===== config.mk =====
export PLATFORM = sky130hd
export DESIGN_NAME = writeback_stage
export DESIGN_NICKNAME = d
export VERILOG_FILES = /design/src/rtl/writeback_stage_pkg.sv /design/src/rtl/writeback_stage_regfile_2r1w.sv /design/src/rtl/writeback_stage.sv
export SDC_FILE = /design/constraint.sdc
export NUM_CORES = 1
export LEC_CHECK = 0
export BUFFER_PORTS_ARGS = -buffer_cell sky130_fd_sc_hd__clkbuf_2
export CAP_MARGIN = 40
export CORE_ASPECT_RATIO = 1.75
export CORE_MARGIN = 5
export CORE_UTILIZATION = 25
export CTS_BUF_LIST = sky130_fd_sc_hd__clkbuf_8
export DETAILED_ROUTE_END_ITERATION = 12
export GPL_TIMING_DRIVEN = 0
export PLACE_DENSITY_LB_ADDON = 0.3
export SYNTH_ARGS = -nofsm -noshare
export SYNTH_HDL_FRONTEND = slang
export SYNTH_SLANG_ARGS = --single-unit

===== constraint.sdc =====
create_clock -name clk -period 3.8 [get_ports clk]
set_input_delay 0.38 -clock clk [delete_from_list [all_inputs] [get_ports clk]]
set_output_delay 0.38 -clock clk [all_outputs]
set_load 0.01 [all_outputs]

===== src/rtl/writeback_stage_pkg.sv =====
// ---------------------------------------------------------------------------
// writeback_stage_pkg
// Shared constants and types for the writeback stage slice.
//   DATA_W / NUM_REGS / REG_NUM_W : datapath and register-file geometry
//   OP_* : one-hot op-class encoding, bit order {str, ld, jmp, cmp, alu}
//   FLAG_* : bit positions of N, Z, C, V inside the 4-bit flags word
// ---------------------------------------------------------------------------
package writeback_stage_pkg;

  localparam int DATA_W    = 32;
  localparam int NUM_REGS  = 16;
  localparam int REG_NUM_W = $clog2(NUM_REGS);

  typedef logic [4:0] op_class_t;

  localparam op_class_t OP_ALU = 5'b00001;
  localparam op_class_t OP_CMP = 5'b00010;
  localparam op_class_t OP_JMP = 5'b00100;
  localparam op_class_t OP_LD  = 5'b01000;
  localparam op_class_t OP_STR = 5'b10000;

  localparam int FLAG_N = 3;
  localparam int FLAG_Z = 2;
  localparam int FLAG_C = 1;
  localparam int FLAG_V = 0;

  // A held instruction only waits on memory when it is exactly a load;
  // malformed op classes that happen to include the load bit retire at once.
  function automatic logic op_is_load(op_class_t op);
    return op == OP_LD;
  endfunction

endpackage


===== src/rtl/writeback_stage_regfile_2r1w.sv =====
// ---------------------------------------------------------------------------
// regfile_2r1w
// NUM_REGS x DATA_W register file, two asynchronous read ports with write
// bypass, one synchronous write port, synchronous reset to zero.
// Ports:
//   clk, rst          : clock, synchronous active-high reset
//   we, wnum, wval    : write enable / register number / write data
//   ra_num, ra_val    : read port A address / data (bypassed)
//   rb_num, rb_val    : read port B address / data (bypassed)
// ---------------------------------------------------------------------------
module regfile_2r1w
  import writeback_stage_pkg::*;
#(
  parameter int NUM_REGS = writeback_stage_pkg::NUM_REGS,
  parameter int DATA_W   = writeback_stage_pkg::DATA_W
) (
  input  logic                        clk,
  input  logic                        rst,
  input  logic                        we,
  input  logic [$clog2(NUM_REGS)-1:0] wnum,
  input  logic [DATA_W-1:0]           wval,
  input  logic [$clog2(NUM_REGS)-1:0] ra_num,
  output logic [DATA_W-1:0]           ra_val,
  input  logic [$clog2(NUM_REGS)-1:0] rb_num,
  output logic [DATA_W-1:0]           rb_val
);

  logic [DATA_W-1:0] regs [NUM_REGS];

  // Storage: every register is writable, including r0.
  always_ff @(posedge clk) begin
    if (rst) begin
      for (int i = 0; i < NUM_REGS; i++) begin
        regs[i] <= '0;
      end
    end else if (we) begin
      regs[wnum] <= wval;
    end
  end

  // A write in flight this cycle is visible to readers before it lands.
  assign ra_val = (we && (wnum == ra_num)) ? wval : regs[ra_num];
  assign rb_val = (we && (wnum == rb_num)) ? wval : regs[rb_num];

endmodule


===== src/rtl/writeback_stage.sv =====
// ---------------------------------------------------------------------------
// writeback_stage
// Final pipeline stage. Holds one MEM/WB entry, waits on load data when
// needed, then commits ALU/load results to the register file or compare
// flags to NZCV. Exposes two bypassed register read ports for decode and
// the wb_* tap for execute forwarding.
// Optional build macro: WRITEBACK_PERF_CNT_EN adds retire_count and
// ld_stall_count outputs.
// Ports:
//   clk, rst                   : clock, synchronous active-high reset
//   in_valid / in_ready        : handshake with the memory stage
//   in_rd_num, in_result,
//   in_flags, in_is_*_op       : incoming instruction fields
//   mem_val_passthrough,
//   mem_ready                  : load data and its valid strobe
//   rf_rd_{a,b}_num / _val     : decode read ports
//   wb_en, wb_num, wb_val      : register write happening this cycle
//   flags                      : architectural NZCV
//   stall_out                  : held load still waiting on memory
//   retire_count,
//   ld_stall_count             : performance counters (macro only)
// ---------------------------------------------------------------------------
module writeback_stage
  import writeback_stage_pkg::*;
#(
  parameter int NUM_REGS = writeback_stage_pkg::NUM_REGS,
  parameter int DATA_W   = writeback_stage_pkg::DATA_W
) (
  input  logic                        clk,
  input  logic                        rst,
  input  logic                        in_valid,
  output logic                        in_ready,
  input  logic [$clog2(NUM_REGS)-1:0] in_rd_num,
  input  logic [DATA_W-1:0]           in_result,
  input  logic [3:0]                  in_flags,
  input  logic                        in_is_alu_op,
  input  logic                        in_is_cmp_op,
  input  logic                        in_is_jmp_op,
  input  logic                        in_is_ld_op,
  input  logic                        in_is_str_op,
  input  logic [DATA_W-1:0]           mem_val_passthrough,
  input  logic                        mem_ready,
  input  logic [$clog2(NUM_REGS)-1:0] rf_rd_a_num,
  input  logic [$clog2(NUM_REGS)-1:0] rf_rd_b_num,
  output logic [DATA_W-1:0]           rf_rd_a_val,
  output logic [DATA_W-1:0]           rf_rd_b_val,
  output logic                        wb_en,
  output logic [$clog2(NUM_REGS)-1:0] wb_num,
  output logic [DATA_W-1:0]           wb_val,
  output logic [3:0]                  flags,
  output logic                        stall_out
`ifdef WRITEBACK_PERF_CNT_EN
  ,
  output logic [31:0]                 retire_count,
  output logic [31:0]                 ld_stall_count
`endif
);

  logic                        ent_valid;
  logic [$clog2(NUM_REGS)-1:0] ent_rd;
  logic [DATA_W-1:0]           ent_result;
  logic [3:0]                  ent_flags;
  op_class_t                   ent_op;

  op_class_t in_op;
  logic      ent_is_ld;
  logic      complete;
  logic      accept;

  assign in_op = {in_is_str_op, in_is_ld_op, in_is_jmp_op, in_is_cmp_op, in_is_alu_op};

  assign ent_is_ld = op_is_load(ent_op);
  assign complete  = ent_valid && (!ent_is_ld || mem_ready);
  assign stall_out = ent_valid && ent_is_ld && !mem_ready;
  // Retiring and refilling happen in the same cycle, so a full slot that is
  // completing still looks ready upstream.
  assign in_ready  = !ent_valid || complete;
  assign accept    = in_valid && in_ready;

  // Entry slot: refill on accept, empty on complete, dropped on reset.
  always_ff @(posedge clk) begin
    if (rst) begin
      ent_valid  <= 1'b0;
      ent_rd     <= '0;
      ent_result <= '0;
      ent_flags  <= '0;
      ent_op     <= '0;
    end else if (accept) begin
      ent_valid  <= 1'b1;
      ent_rd     <= in_rd_num;
      ent_result <= in_result;
      ent_flags  <= in_flags;
      ent_op     <= in_op;
    end else if (complete) begin
      ent_valid  <= 1'b0;
    end
  end

  // Write request decode. Illegal op classes fall into default and retire
  // without touching any state.
  always_comb begin
    wb_en  = 1'b0;
    wb_num = '0;
    wb_val = '0;
    if (ent_valid) begin
      case (ent_op)
        OP_ALU: begin
          wb_en  = 1'b1;
          wb_num = ent_rd;
          wb_val = ent_result;
        end
        OP_LD: begin
          if (mem_ready) begin
            wb_en  = 1'b1;
            wb_num = ent_rd;
            wb_val = mem_val_passthrough;
          end
        end
        default: begin
        end
      endcase
    end
  end

  // Architectural NZCV only moves when a compare retires.
  always_ff @(posedge clk) begin
    if (rst) begin
      flags <= '0;
    end else if (complete && (ent_op == OP_CMP)) begin
      flags <= ent_flags;
    end
  end

  regfile_2r1w #(
    .NUM_REGS (NUM_REGS),
    .DATA_W   (DATA_W)
  ) u_regfile (
    .clk    (clk),
    .rst    (rst),
    .we     (wb_en),
    .wnum   (wb_num),
    .wval   (wb_val),
    .ra_num (rf_rd_a_num),
    .ra_val (rf_rd_a_val),
    .rb_num (rf_rd_b_num),
    .rb_val (rf_rd_b_val)
  );

`ifdef WRITEBACK_PERF_CNT_EN
  // Free-running counters; both wrap naturally at 2^32.
  always_ff @(posedge clk) begin
    if (rst) begin
      retire_count   <= '0;
      ld_stall_count <= '0;
    end else begin
      if (complete) begin
        retire_count <= retire_count + 32'd1;
      end
      if (stall_out) begin
        ld_stall_count <= ld_stall_count + 32'd1;
      end
    end
  end
`endif

endmodule


==> results of run 1 <==
-- what timing repair did --
action | 4_1_cts | 5_1_grt
hold endpoints to repair | 46 | 0
gates resized for setup | 11 | 10
hold buffers | 46 | 0
buffers inserted | 0 | 0
setup endpoints to repair | 32 | 16
-- layer usage --
layer,track usage,up-vias,part of all wire
li1,-,8786,-
met4,0.08181,2,0.051
met1,0.1959,10540,0.35
met3,0.03476,276,0.063
met2,0.3347,884,0.53
met5,0,-,0.000079
-- sequential cells by signal, indices dropped and copies added (netlist names) --
| name | flops |
|---|---|
| u_regfile.regs | 512 |
| ent_result | 32 |
| ent_op | 5 |
| ent_flags | 4 |
| ent_rd | 4 |
| flags | 4 |
| ent_valid | 1 |
-- synthesized netlist by cell type (all sizes together) (5+ instances only) --
cell,n,area [um^2]
edfxtp,512,15370
nor2b,5,31.28
nand3,64,320.3
inv,34,127.6
dfxtp,50,1001
a22o,64,560.5
and2,6,37.54
clkbuf,106,397.9
a21oi,42,214.0
nor2,524,1984
buf,133,1039
nand2,116,440.4
a21o,33,255.2
mux2i,72,720.7
xor2,8,70.07
mux4,256,5766
a221oi,64,560.5
-- final timing paths --
path / from / to / slack [ps] / cells past startpoint
setup / recovery: ent_op[4] / rf_rd_a_val[13] / 50 / 7
hold / removal: mem_ready / ent_flags[3] / 150 / 4
setup reg to reg: ent_op[3] / u_regfile.regs[5][18] / 100 / 8
hold reg to reg: ent_result[1] / ent_result[1] / 460 / 2
-- area by class of cell --
class | count | area (um^2)
Fill cell | 11750 | 80760
Sequential cell | 562 | 16380
Inverter | 35 | 131.4
Clock inverter | 61 | 252.7
Clock buffer | 85 | 1170
Buffer | 239 | 1441
Antenna cell | 3 | 7.507
Multi-Input combinational cell | 1277 | 11290
Tap cell | 1503 | 1881
Timing Repair Buffer | 292 | 2301
-- through the flow --
| step | utilization | cells |
|---|---|---|
| finish | 0.3015 | 4057 |
| global route | 0.3014 | 4055 |
| CTS | 0.3011 | 4054 |
| detailed placement | 0.2843 | 3862 |
| global placement | 0.2763 | 3806 |
| floorplan | - | 2113 |
-- where the power goes --
| group | switching, uW | internal [uW] | total, uW | leakage (uW) |
|---|---|---|---|---|
| clock network | 2480 | 2070 | 4550 | 0.000839 |
| logic | 961 | 717 | 1680 | 0.00578 |
| registers | 109 | 6940 | 7050 | 0.00567 |
-- cell families (layout without fill, tap and decap cells) --
kind of cell / count (synthesis) / after routing / share of synthesized area
multiplexers: 328 / 328 / 0.2228
other: 0 / 3 / 0
buffers and inverters: 274 / 712 / 0.05386
AND/OR/NAND/NOR: 731 / 731 / 0.1008
XOR/XNOR: 8 / 8 / 0.002407
AO/OA/AOI/OAI: 210 / 210 / 0.05743
flip-flops: 562 / 562 / 0.5626
-- worst max-delay path, stage by stage, from the launching register on --
cell and delay (ps):
dfxtp_1 400, or4b_1 540, buf_2 180, a21oi_4 270, nand2_2 220, buf_2 340, mux2i_1 460, clkbuf_2 230
==> metrics.csv, run 1 <==
metric,value,unit
die-area,0.1236,mm^2
core_area,0.1156,mm^2
cts.clk_slew.worst_paths,60,ps
drtPass1Iterations,5,
ios,196,
track_usage,0.1800,
start_util,0.2518,
vias,20490,
ant_nets,0,
p_total,13280,uW
cp.arrival,3370,ps
die_w,267.9,um
wl_per_cell,27.96,um
final_cell_mix,"nor2_1 (517), edfxtp_1 (512), mux4_2 (256), clkbuf_2 (194), clkbuf_1 (102)",
grt_pass1_wl,158.3,mm
ys_seq_elements,562,
peakVddDrop,0.2241,mV
hold_violations,0,
cts_tree,built,
routabilityCongestion,0.8515,
slew_headroom,0.3953,
synthArstFlopShare,0,
layout_commonest_cell,nor2_1,
grt_overflow_total,0,
hold_slack,149.3,ps
crit_type,reg2out,
avgSynthCellArea,13.78,um^2
first_iter_violations,1858,
place_ws,-252.2,ps
io_buffers,190,
fin_crit_sh,0.9855,
dp_hpwl,85.01,mm
tns,0,ps
fp-row-count,165,
fin_skew,38.65,ps
htreeDepth,3,
maxCapViolCount,0,
synth_ff_type,edfxtp_1,
syn_nets,2202,
clock_path_buffers,3,
numCtsBuffers,80,
die_h,461.4,um
synth-seq-area-share,0.5626,
tightest_slew,907.1,ps
critPathMaxFanout,10,
rsz0062_at_grt,yes,
fin_nets,2576,
startpoint_type,flop,
place_area,0.03287,mm^2
routed_wl,113.4,mm
required,3420,ps
synth_cells,2113,
power_density,381.0,mW/mm^2
drc,0,
finalMaxSlewViolations,0,
synth_edf_count,512,
layout_min_cycle_time,3745,ps
clkLatencyLatePin,730,ps
setup_viol,0,
cts.sinks,562,
grt_pass1_vias,21880,
grt_max_degree,33,
area.growth.synth_to_final,19.74,%
endpoint_kind,output pin,
via_per_inst,5.051,
drive_above_1_share,0.2971,
hold_path.class,in2reg,
cts_root_buf,clkbuf_8,
fin_area,0.03485,mm^2
status,"finished, final reports clean",
grt_antenna_before_repair,8,
setup_slack,54.94,ps
synth_cell_types,41,
yosys_warnings,0,
power_leakage,0.01229,uW
fmax,0.2670,GHz
synth_area,0.02911,mm^2
Power figures use the tool's default switching activity.
==> run 2: changes to the inputs <==
Settings changed: ABC_AREA from default to 1.
Clock period 3.8 ns to 4.5 ns, I/O delays scaled along.
==> run 2 against run 1 <==
Flip-flop and latch count did not move. Register-to-register slack improved by 700 ps. First-iteration DRC count rose by 76%. Global-route usage rose by 5.5 points. Area after synthesis rose by 6.5%. Routed wire length rose by 44%. Worst hold slack got worse by 90 ps. Sequential power fell by 16%. Cell count rose by 43%.
==> metrics.csv, run 2 <==
metric,value,unit
die-area,0.1314,mm^2
startpoint_type,flop,
cts_root_buf,clkbuf_8,
place_area,0.03504,mm^2
via_per_inst,5.367,
first_iter_violations,3276,
synth_cells,3720,
synthMuxAreaShare,0,
synth-seq-area-share,0.5282,
layout_commonest_cell,o21ai_0,
synth_compound_area_frac,0.1960,
fin_area,0.03719,mm^2
synth_edf_count,512,
critPathMaxStageDelay,520,ps
routed_wl,162.9,mm
hold_violations,0,
fin_crit_sh,0.9722,
grt_pass1_vias,31260,
synth_ff_type,edfxtp_1,
slowest_stage,nand2_1,
finalMaxSlewViolations,0,
crit_type,reg2out,
clock_path_buffers,3,
peakVddDrop,0.2333,mV
layout_min_cycle_time,4375,ps
cts_resized,0,
dp_hpwl,131.4,mm
pwr-share-seq,0.484,
grt_pass1_wl,221.8,mm
final_cell_mix,"o21ai_0 (626), nor2_1 (552), edfxtp_1 (512), a21oi_1 (339), nand2_1 (330)",
comb_power_share,0.159,
cts_tree,built,
yosys_warnings,0,
yosysTopAreaCellShare,0.4959,
numCtsBuffers,80,
wl_per_cell,28.00,um
grt_overflow_total,0,
p_int,8549,uW
cp.arrival,3920,ps
ys_seq_elements,562,
p_clk_frac,0.357,
synth_top_family_by_area,compound AO/OA/AOI/OAI gates,
track_usage,0.2354,
fin_skew,23.20,ps
area.growth.synth_to_final,19.95,%
cts.sinks,562,
critPathMaxFanout,10,
endpoint_kind,output pin,
yosys.area_share.simple,0.1921,
clkLatencyLatePin,750,ps
start_util,0.2507,
largest-register,u_regfile.regs,
die_w,276.2,um
yosys-top-cells-area,"edfxtp_1 (50%), o21ai_0 (10%), nor2_1 (6.7%)",
power_density,330.6,mW/mm^2
avgSynthCellArea,8.334,um^2
fp-row-count,171,
tightest_slew,986.2,ps
grt_antenna_before_repair,7,
setup_viol,0,
htreeDepth,3,
synth_adder_area_share,0,
tns,0,ps
synthArstFlopShare,0,
power_leakage,0.01324,uW
slew_headroom,0.3426,
crit_chain,"nor2_4, nand3_4, nand2_4, nand2_2, nand2_1, nand3_1, nor2_2, nand2_1, buf_2, nand2_1, nand2_1, clkbuf_2",
cpMostUsedCell,nand2_1,
synthMostInstantiatedCell,o21ai_0,
synth-xor-area-share,0,
largestRegisters,"u_regfile.regs: 512 flops, ent_result: 32 flops, ent_op: 5 flops",
syn_nets,3809,
power.switching,3745,uW
grt_max_degree,27,
p_sw_frac,0.3046,
post-cts-setup-buffer-count,0,
die_h,475.9,um
routabilityCongestion,1.002,
fmax,0.2286,GHz
io_buffers,190,
vias,31220,
hold_path.class,in2reg,
required,4050,ps
drc,0,
largest_register_ffs,512,
synth_cell_types,27,
rsz0062_at_grt,no,
drive_above_1_share,0.1388,
yosys.area.top_type,edfxtp_1,
drtPass1Iterations,6,
ios,196,
status,"finished, final reports clean",
synth_common_cells,"o21ai_0 (630), nor2_1 (552), edfxtp_1 (512), nand2_1 (342), a21oi_1 (339)",
core_area,0.1237,mm^2
fin_nets,4194,
maxCapViolCount,0,
ant_nets,0,
synth_area,0.03100,mm^2
fillCellCount,13430,
cts.clk_slew.worst_paths,70,ps
[run 2: cell types whose count changed in the layout (fill, tap and decap cells not counted), moves of 64 or more]
cell      before  now
nor3_1         2  129
inv_1         62  288
a221oi_1      64    0
a21oi_1       41  339
o211ai_1       0  130
o21ai_0        0  626
nand2_1       98  330
a22o_1        64    0
nand3_1       64  278
buf_2         50  130
mux4_2       256    0
clkbuf_1     102  190
[run 2: cell families after synthesis]
family,Yosys count
AO/OA/AOI/OAI,1129
AND/OR/NAND/NOR,1386
buffers and inverters,643
flip-flops,562
[run 2: final cells by class]
type / count / area [um^2] / area share
Antenna cell: 5 / 12.51 / 0.0003365
Buffer: 356 / 1518 / 0.04081
Clock buffer: 92 / 1266 / 0.03405
Clock inverter: 55 / 354.1 / 0.009522
Inverter: 287 / 1077 / 0.02897
Multi-Input combinational cell: 2515 / 12110 / 0.3256
Sequential cell: 562 / 16380 / 0.4404
Tap cell: 1643 / 2056 / 0.05528
Timing Repair Buffer: 303 / 2420 / 0.06507
[run 2: path summary, 6_finish.rpt]
| kind | startpoint | to | slack (ps) | cells past startpoint |
|---|---|---|---|---|
| worst min register to register | flags[2] | flags[2] | 450 | 2 |
| worst max-delay path | ent_op[1] | rf_rd_b_val[27] | 130 | 12 |
| worst max register to register | ent_op[1] | u_regfile.regs[11][4] | 800 | 9 |
| worst min-delay path | in_result[27] | ent_result[27] | 60 | 3 |
[run 2: timing repair]
item | in CTS | in global routing
hold buffers | 45 | 0
hold endpoints to repair | 44 | 0
setup endpoints to repair | 0 | 0
[run 2: worst max-delay path: cells and delay by family, from the launching register on]
family,cells,cell delay (ps)
flip-flops,1,360
buffers and inverters,2,520
AND/OR/NAND/NOR,10,2280
[run 2: power groups by stage]
stage / combinational (uW) / clock [uW] / sequential [uW]
floorplan: 909 / 0 / 6040
global placement: 1730 / 0 / 6070
detailed placement: 1840 / 0 / 6060
CTS: 1880 / 4390 / 5950
global route: 2030 / 4580 / 5960
finish: 1950 / 4390 / 5950
[run 2: routing by layer]
metal	up-vias	track usage	wire, um
li1	13740	-	-
met3	749	0.04453	11190
met2	1846	0.4450	84420
met5	-	0	13
met4	2	0.2099	17900
met1	14880	0.2113	49370
[run 2: metrics by stage]
| step | util | hold WS (ps) | setup slack (ps) | total power [uW] | instances |
|---|---|---|---|---|---|
| after floorplan | - | 424.5 | 335.4 | 6951 | 3720 |
| after global placement | 0.2750 | 435.9 | -2058 | 7808 | 5553 |
| after detailed placement | 0.2834 | 437.5 | 657.5 | 7904 | 5616 |
| after CTS | 0.3001 | 16.64 | 178.1 | 12220 | 5808 |
| after global routing | 0.3006 | 88.17 | 125.9 | 12570 | 5814 |
| final | 0.3007 | 59.41 | 125.0 | 12290 | 5818 |
